===== src/rtl/serial_add_sub.sv =====
// -----------------------------------------------------------------------------
// serial_add_sub
//   Multi-cycle adder/subtractor. WIDTH-bit operands are processed DIGIT bits
//   per clock, least-significant digit first, with a carry flop linking
//   successive digits. Subtraction uses the borrow form a - b - Cin, computed
//   as a + ~b + (1 - Cin).
//
//   Handshake: start is accepted whenever busy==0 (IDLE or DONE). busy is high
//   for STEPS = WIDTH/DIGIT clocks, then done pulses for one cycle, with
//   out/Cout (and ovf) valid from that cycle and held until the next
//   completion.
//
// Parameters
//   WIDTH  operand/result width (>= 2)
//   DIGIT  bits added per clock; WIDTH must be a multiple of DIGIT
//
// Ports
//   clk    in   rising-edge clock
//   rst_n  in   asynchronous active-low reset (aborts any operation)
//   start  in   request, sampled only while busy==0
//   a, b   in   operands, captured on an accepted start
//   Cin    in   carry-in (add) / extra borrow (sub), captured on start
//   sub    in   1: out = a - b - Cin, 0: out = a + b + Cin
//   busy   out  high while a calculation is in progress
//   done   out  one-cycle completion pulse
//   out    out  result, modulo 2^WIDTH
//   Cout   out  carry out of bit WIDTH-1 (for sub: 1 = no borrow)
//   ovf    out  signed overflow; exists only when SERADD_OVF_EN is defined
//
// Configuration macro
//   SERADD_OVF_EN  adds the ovf port and its overflow logic
// -----------------------------------------------------------------------------
module serial_add_sub #(
  parameter int WIDTH = 8,
  parameter int DIGIT = 1
) (
  input  logic             clk,
  input  logic             rst_n,
  input  logic             start,
  input  logic [WIDTH-1:0] a,
  input  logic [WIDTH-1:0] b,
  input  logic             Cin,
  input  logic             sub,
  output logic             busy,
  output logic             done,
  output logic [WIDTH-1:0] out,
  output logic             Cout
`ifdef SERADD_OVF_EN
  ,
  output logic             ovf
`endif
);

  localparam int STEPS = WIDTH / DIGIT;
  localparam int CNT_W = (STEPS > 1) ? $clog2(STEPS) : 1;
  localparam logic [CNT_W-1:0] LAST_CNT = CNT_W'(STEPS - 1);

  typedef enum logic [1:0] {
    S_IDLE = 2'd0,
    S_RUN  = 2'd1,
    S_DONE = 2'd2
  } state_t;

  state_t             state_q, state_d;
  logic [WIDTH-1:0]   opa_q, opa_d;
  logic [WIDTH-1:0]   opb_q, opb_d;
  logic [WIDTH-1:0]   res_q, res_d;
  logic               carry_q, carry_d;
  logic [CNT_W-1:0]   cnt_q, cnt_d;
  logic [WIDTH-1:0]   out_q, out_d;
  logic               cout_q, cout_d;

  // One digit of the ripple: {carry, sum} of the low DIGIT bits plus carry.
  logic [DIGIT:0]         dsum;
  // Result register with the new digit prepended; the upper WIDTH bits are
  // the register after shifting the digit in at the MSB end. Written this way
  // so DIGIT == WIDTH needs no special case.
  logic [WIDTH+DIGIT-1:0] res_cat;

  assign dsum    = {1'b0, opa_q[DIGIT-1:0]} + {1'b0, opb_q[DIGIT-1:0]}
                 + {{DIGIT{1'b0}}, carry_q};
  assign res_cat = {dsum[DIGIT-1:0], res_q};

`ifdef SERADD_OVF_EN
  logic ovf_q, ovf_d;
  // Carry into the top bit of the current digit, recovered from a ^ b ^ sum.
  // Only meaningful on the final digit, where that bit is bit WIDTH-1.
  logic msb_cin;
  assign msb_cin = opa_q[DIGIT-1] ^ opb_q[DIGIT-1] ^ dsum[DIGIT-1];
`endif

  always_ff @(posedge clk or negedge rst_n) begin
    if (!rst_n) begin
      state_q <= S_IDLE;
      opa_q   <= '0;
      opb_q   <= '0;
      res_q   <= '0;
      carry_q <= 1'b0;
      cnt_q   <= '0;
      out_q   <= '0;
      cout_q  <= 1'b0;
`ifdef SERADD_OVF_EN
      ovf_q   <= 1'b0;
`endif
    end else begin
      state_q <= state_d;
      opa_q   <= opa_d;
      opb_q   <= opb_d;
      res_q   <= res_d;
      carry_q <= carry_d;
      cnt_q   <= cnt_d;
      out_q   <= out_d;
      cout_q  <= cout_d;
`ifdef SERADD_OVF_EN
      ovf_q   <= ovf_d;
`endif
    end
  end

  always_comb begin
    state_d = state_q;
    opa_d   = opa_q;
    opb_d   = opb_q;
    res_d   = res_q;
    carry_d = carry_q;
    cnt_d   = cnt_q;
    out_d   = out_q;
    cout_d  = cout_q;
`ifdef SERADD_OVF_EN
    ovf_d   = ovf_q;
`endif

    case (state_q)
      // DONE accepts a new start exactly like IDLE (back-to-back operation).
      S_IDLE, S_DONE: begin
        if (start) begin
          opa_d   = a;
          opb_d   = sub ? ~b : b;
          // Subtraction is a + ~b + 1 - Cin, so the initial carry is Cin ^ sub.
          carry_d = Cin ^ sub;
          cnt_d   = '0;
          state_d = S_RUN;
        end else begin
          state_d = S_IDLE;
        end
      end

      S_RUN: begin
        opa_d   = opa_q >> DIGIT;
        opb_d   = opb_q >> DIGIT;
        res_d   = res_cat[WIDTH+DIGIT-1:DIGIT];
        carry_d = dsum[DIGIT];
        cnt_d   = cnt_q + CNT_W'(1);
        if (cnt_q == LAST_CNT) begin
          out_d   = res_cat[WIDTH+DIGIT-1:DIGIT];
          cout_d  = dsum[DIGIT];
`ifdef SERADD_OVF_EN
          ovf_d   = dsum[DIGIT] ^ msb_cin;
`endif
          state_d = S_DONE;
        end
      end

      default: state_d = S_IDLE;
    endcase
  end

  assign busy = (state_q == S_RUN);
  assign done = (state_q == S_DONE);
  assign out  = out_q;
  assign Cout = cout_q;
`ifdef SERADD_OVF_EN
  assign ovf  = ovf_q;
`endif

endmodule


===== config.mk =====
export PLATFORM = sky130hd
export DESIGN_NAME = serial_add_sub
export DESIGN_NICKNAME = d
export VERILOG_FILES = /design/src/rtl/serial_add_sub.sv
export SDC_FILE = /design/constraint.sdc
export NUM_CORES = 1
export LEC_CHECK = 0
export CORE_ASPECT_RATIO = 1.25
export CORE_MARGIN = 2
export CORE_UTILIZATION = 55
export DETAILED_ROUTE_END_ITERATION = 8
export GPL_TIMING_DRIVEN = 1
export MAX_ROUTING_LAYER = met4
export PLACE_DENSITY = 0.82
export SLEW_MARGIN = 0
export SYNTH_ARGS = -nofsm -noshare
export SYNTH_HDL_FRONTEND = slang
export SYNTH_SLANG_ARGS = --single-unit

===== constraint.sdc =====
create_clock -name clk -period 2.9 [get_ports clk]
set_input_delay 0.58 -clock clk [delete_from_list [all_inputs] [get_ports clk]]
set_output_delay 0.58 -clock clk [all_outputs]
set_load 0.02 [all_outputs]

=== After elaboration in Yosys (flattened, before gate mapping) ===
Cells that the tools add are included.

* Bits of input ports: 21
* Output and inout port bits: 11
* Bits in registers: 39
* Logic and storage cells: 35

* Reductions and logical operators: 5
* Multiplexer cells: 12
* $add $sub $neg: 3
* Equality and inequality tests: 5
* Bitwise logic cells: 2

{| class="wikitable"
|+ Operators by type and width
! cell !! number
|-
| $pmux 8 s2 || 2
|-
| $mux 8 || 3
|-
| $not 8->8 || 1
|-
| $pmux 3 s2 || 1
|-
| $pmux 2 s2 || 1
|-
| $reduce_and 2->1 || 2
|-
| $add 3x1->3 const B || 1
|-
| $eq 3x3->1 const B || 1
|-
| $mux 3 || 1
|-
| $add 1x1->2 || 1
|-
| $add 2x1->2 || 1
|-
| $eq 2x1->1 const B || 1
|-
| $eq 2x2->1 const B || 1
|-
| $logic_not 2->1 || 1
|-
| $mux 1 || 2
|-
| $mux 2 || 1
|-
| $ne 2x1->1 const B || 1
|-
| $ne 2x2->1 const B || 1
|-
| $pmux 1 s2 || 1
|-
| $reduce_bool 2->1 || 1
|-
| $reduce_or 2->1 || 1
|-
| $xor 1x1->1 || 1
|}

=== Longest topological paths before layout ===
* Depth in word-level cells: 4
* Mapped depth: 5

=== Worst setup path before layout ===
No wires, ideal clock.

* Kind: input to register
* From: input port start
* To: register carry_q
* Setup slack: 1.495 ns
* Stages: 5
* Arrival: 1.279 ns
* Data required time: 2.774 ns
* Cell sequence: nor2b_1 -> buf_4 -> nor2_2 -> buf_6 -> a221o_1

* Word-level cells in the longest chain between the ends: 2

{| class="wikitable"
|+ Ends and longest elaborated chain
! element !! RTL line !! RTL
|-
| from (decl) || 39 || <nowiki>input logic start,</nowiki>
|-
| $ne 2x2->1 (no line) || n/a ||
|-
| $reduce_and 2->1 (no line) || n/a ||
|-
| to (signal assigned) || 110 || <nowiki>carry_q <= carry_d;</nowiki>
|-
| to (decl) || 68 || <nowiki>logic carry_q, carry_d;</nowiki>
|}

Every way passes these cells.
A chain may end at the register's enable or synchronous reset.

=== Worst setup path after layout ===
* From: register state_q[0]
* To: output port done

* Word-level cells in the longest chain between the ends: 1

{| class="wikitable"
|+ Ends and longest elaborated chain
! element !! RTL line !! RTL
|-
| from (decl) || 64 || <nowiki>state_t state_q, state_d;</nowiki>
|-
| from (signal assigned) || 106 || <nowiki>state_q <= state_d;</nowiki>
|-
| $eq 2x2->1 || 169 || <nowiki>assign done = (state_q == S_DONE);</nowiki>
|-
| to (decl) || 45 || <nowiki>output logic done,</nowiki>
|}

Every way passes these cells.

==> summary.md <==
| Metric | Value |
|---|---|
| Compound-gate portion of the synthesized area | `13.8%` |
| Clk pwr share | `roughly an eighth` |
| Commonest non-fill, non-tap cells in the layout | `dfrtp_1 (38), clkdlybuf4s50_1 (30), a22o_1 (11)` |
| Slew margin rel. | `a little under half` |
| Vias after detailed routing | `about 1000` |
| Clock sinks | `38` |
| RSZ-0062 raised after global routing | `false` |
| First-pass GRT wire length | `around 4700 um` |
| Max Cap Viol | `0` |
| Setup bufs post-CTS | `0` |
| Post-Synth Simple-Gate Area | `5.31%` |
| Die Span X | `around 54 um` |
| Area grow syn2layout | `21.1%` |
| WL final | `2870 um` |
| Port bufs | `31` |
| HPWL Detailed | `roughly 2100 um` |
| Cell-internal power | `about 1.5 mW` |
| # hold bufs at CTS | `0` |
| Crit path DAT | `around 1.6 ns` |
| Seq pwr share | `between 40% and 50%` |
| GP Congestion | `between 0.7 and 0.8` |
| Average cell area after synthesis | `around 14 um2` |
| Logic pwr share | `~45%` |
| Startpoint types | `flop` |
| Initial core utilization | `about 58%` |
| Slew Limit Fails | `0` |
| Vias in the first global route | `1035` |
| Actual slew at the worst max-slew pin | `approximately 0.79 ns` |
| Root Buffer | `clkbuf_4` |
| FP Rows | `22` |
| HP Class | `primary input to async pin` |
| Grt ovf | `0` |
| Setup TNS | `0 ns` |
| Xor/xnor share of the synthesized area | `approximately 4.6%` |
| Drt pass-1 iters | `4` |
| Post-Synth Adder-Cell Area | `between 2 and 3%` |
| Synth Warn # | `0` |
| CP required | `roughly 2.3 ns` |
| Switching pwr | `between 0.7 and 0.8 mW` |
| Multiplexer share of the synthesized area | `around an eighth` |
| CTS tree | `yes` |
| Synthesized area | `1700 um2` |
| Leakage power | `0.983 nW` |
| Die area | `3550 um2` |
| Reg2Reg Setup Slack | `1.11 ns` |
| Main combinational cell family by area after synthesis | `compound AO/OA/AOI/OAI gates` |
| Total Routing Usage GR | `between 15 and 20%` |
| Post-synthesis cell type count | `24` |
| H-tree levels | `2` |
| Synth top area cells | `dfrtp_1 (56%), mux2_4 (8.0%), a22o_1 (5.7%)` |
| F_max | `468 MHz` |
| Final Hold Slack | `0.310 ns` |
| Largest net degree at the start of global routing | `39` |
| Final setup vio count | `0` |
| Peak VDD IR | `0.936 mV` |
| CP Capture Type | `output pin` |
| Final hold vios | `0` |
| Clk Latency, worst-skew pair | `~0.34 ns` |
| Initial antenna violation count | `0` |
| Worst-path maximum fanout | `4` |
| Power density over cell area | `between 1000 and 1500 nW/um2` |
| Number of gates resized after cts | `0` |
| Commonest non-fill, non-tap cell in the layout | `dfrtp_1` |
| Antenna viol nets, final | `0` |
| Total CTS buffers | `5` |
| Reg clk slew, reported paths | `roughly 0.11 ns` |
| Seq/Total Area, Yosys | `56.0%` |
| Final min period | `approximately 2.1 ns` |
| Die height | `between 60 and 70 um` |
| Final period utilization | `around 74%` |
| ANT cells | `0` |
| DRT iter0 DRCs | `13` |
| Switching Fraction | `34.3%` |
| Cell taking the most area after synthesis | `dfrtp_1` |
| Pwr Total | `2.21 mW` |
| Result of the run | `finished clean` |
| Longest Clk Path Bufs | `2` |
| FF+latch count, synth | `38` |
| Syn nets | `142` |
| # DRC | `0` |
| Drt wl/cell | `roughly 15 um` |
| Nets@finish | `about 170` |
| Vias/cell | `5.57` |
| Skew final | `approximately 0.0067 ns` |
| Fraction of layout cells with a size suffix above 1 | `between 10% and 20%` |
| WS Path Type | `flop to output pin` |
| Core footprint | `just under 3000 um2` |
| Synth top area share | `a little under three fifths` |
| Mapped Cells | `between 100 and 150` |
| Ports | `32` |
area by class of cell:
class                      instances  area [um2]
sequential                        38         951
fill                             204         888
multi-input combinational         70         673
timing repair buffer              33         320
clock buffer                       7        55.1
tap                               36        45.0
inverter                           2        7.51
clock inverter                     1        5.00
cell usage after synthesis:
master	instances
a22o_1	11
mux2_2	1
nor2b_4	1
inv_1	2
fa_1	1
a221o_1	8
nor2_2	1
a21o_1	7
xor2_1	1
nand2b_1	1
and2b_1	1
buf_6	4
clkbuf_1	1
o21ai_1	1
mux2_1	7
buf_2	2
mux2_4	9
nor2_1	8
dfrtp_1	38
buf_4	1
nand2_8	1
xnor2_1	8
nor2b_1	1
ha_1	2
power groups by stage:
stage | Sequential (mW) | Clock [mW] | Combinational, mW
final | 0.945 | 0.278 | 0.986
after global routing | 0.977 | 0.313 | 1.08
after CTS | 0.948 | 0.294 | 1.00
after detailed placement | 0.956 | 0 | 1.00
after global placement | 0.937 | 0 | 0.955
after floorplan | 0.988 | 0 | 0.696
sequential cells by signal, indices dropped and copies added, names as in the netlist:
name,flops
cnt_q,3
Cout,1
carry_q,1
opb_q,8
out,8
state_q,2
opa_q,8
res_q,7
kinds of logic after synthesis:
group           Yosys count
xor+xnor                  9
compound gates           27
simple gates             14
fa+ha+maj                 3
mux                      17
buf+inv                  10
flops                    38
per-stage QoR:
stage / cells / setup slack (ns) / util, % / area [um2]
3_3_place_gp: 179 / 0.724 / 67.8 / 2000
3_5_place_dp: 179 / 0.665 / 67.8 / 2000
4_1_cts: 187 / 0.737 / 69.8 / 2060
6_report: 187 / 0.764 / 69.8 / 2060
5_1_grt: 187 / 0.729 / 69.8 / 2060
2_1_floorplan: 118 / 1.50 / - / 1700
worst max-delay path, cell delays in order (launching register included):
cell             delay (ns)
dfrtp_1                0.41
and2b_1                0.21
clkdlybuf4s50_1        0.60
path summary, 6_finish.rpt:
kind | start | endpoint | depth (start not counted)
worst min register to register | opa_q[5]$_DFFE_PN0P_ | opa_q[5]$_DFFE_PN0P_ | 1
worst max-delay path | state_q[0]$_DFFE_PN0P_ | done | 2
max in group asynchronous | rst_n | out[7]$_DFFE_PN0P_ | 1
min in group clk | opa_q[5]$_DFFE_PN0P_ | opa_q[5]$_DFFE_PN0P_ | 1
worst max register to register | state_q[0]$_DFFE_PN0P_ | cnt_q[0]$_DFFE_PN0P_ | 4
worst min-delay path | rst_n | out[0]$_DFFE_PN0P_ | 1
routing by layer:
metal  up-vias  wire (um)  GRT usage, %
li1        493          -             -
met1       510       1240          23.5
met2        31       1420          29.9
met3         7        139          5.43
met4         0         74          9.62
met5         -          0             -
Note: power is estimated with default switching activity, not from simulation.
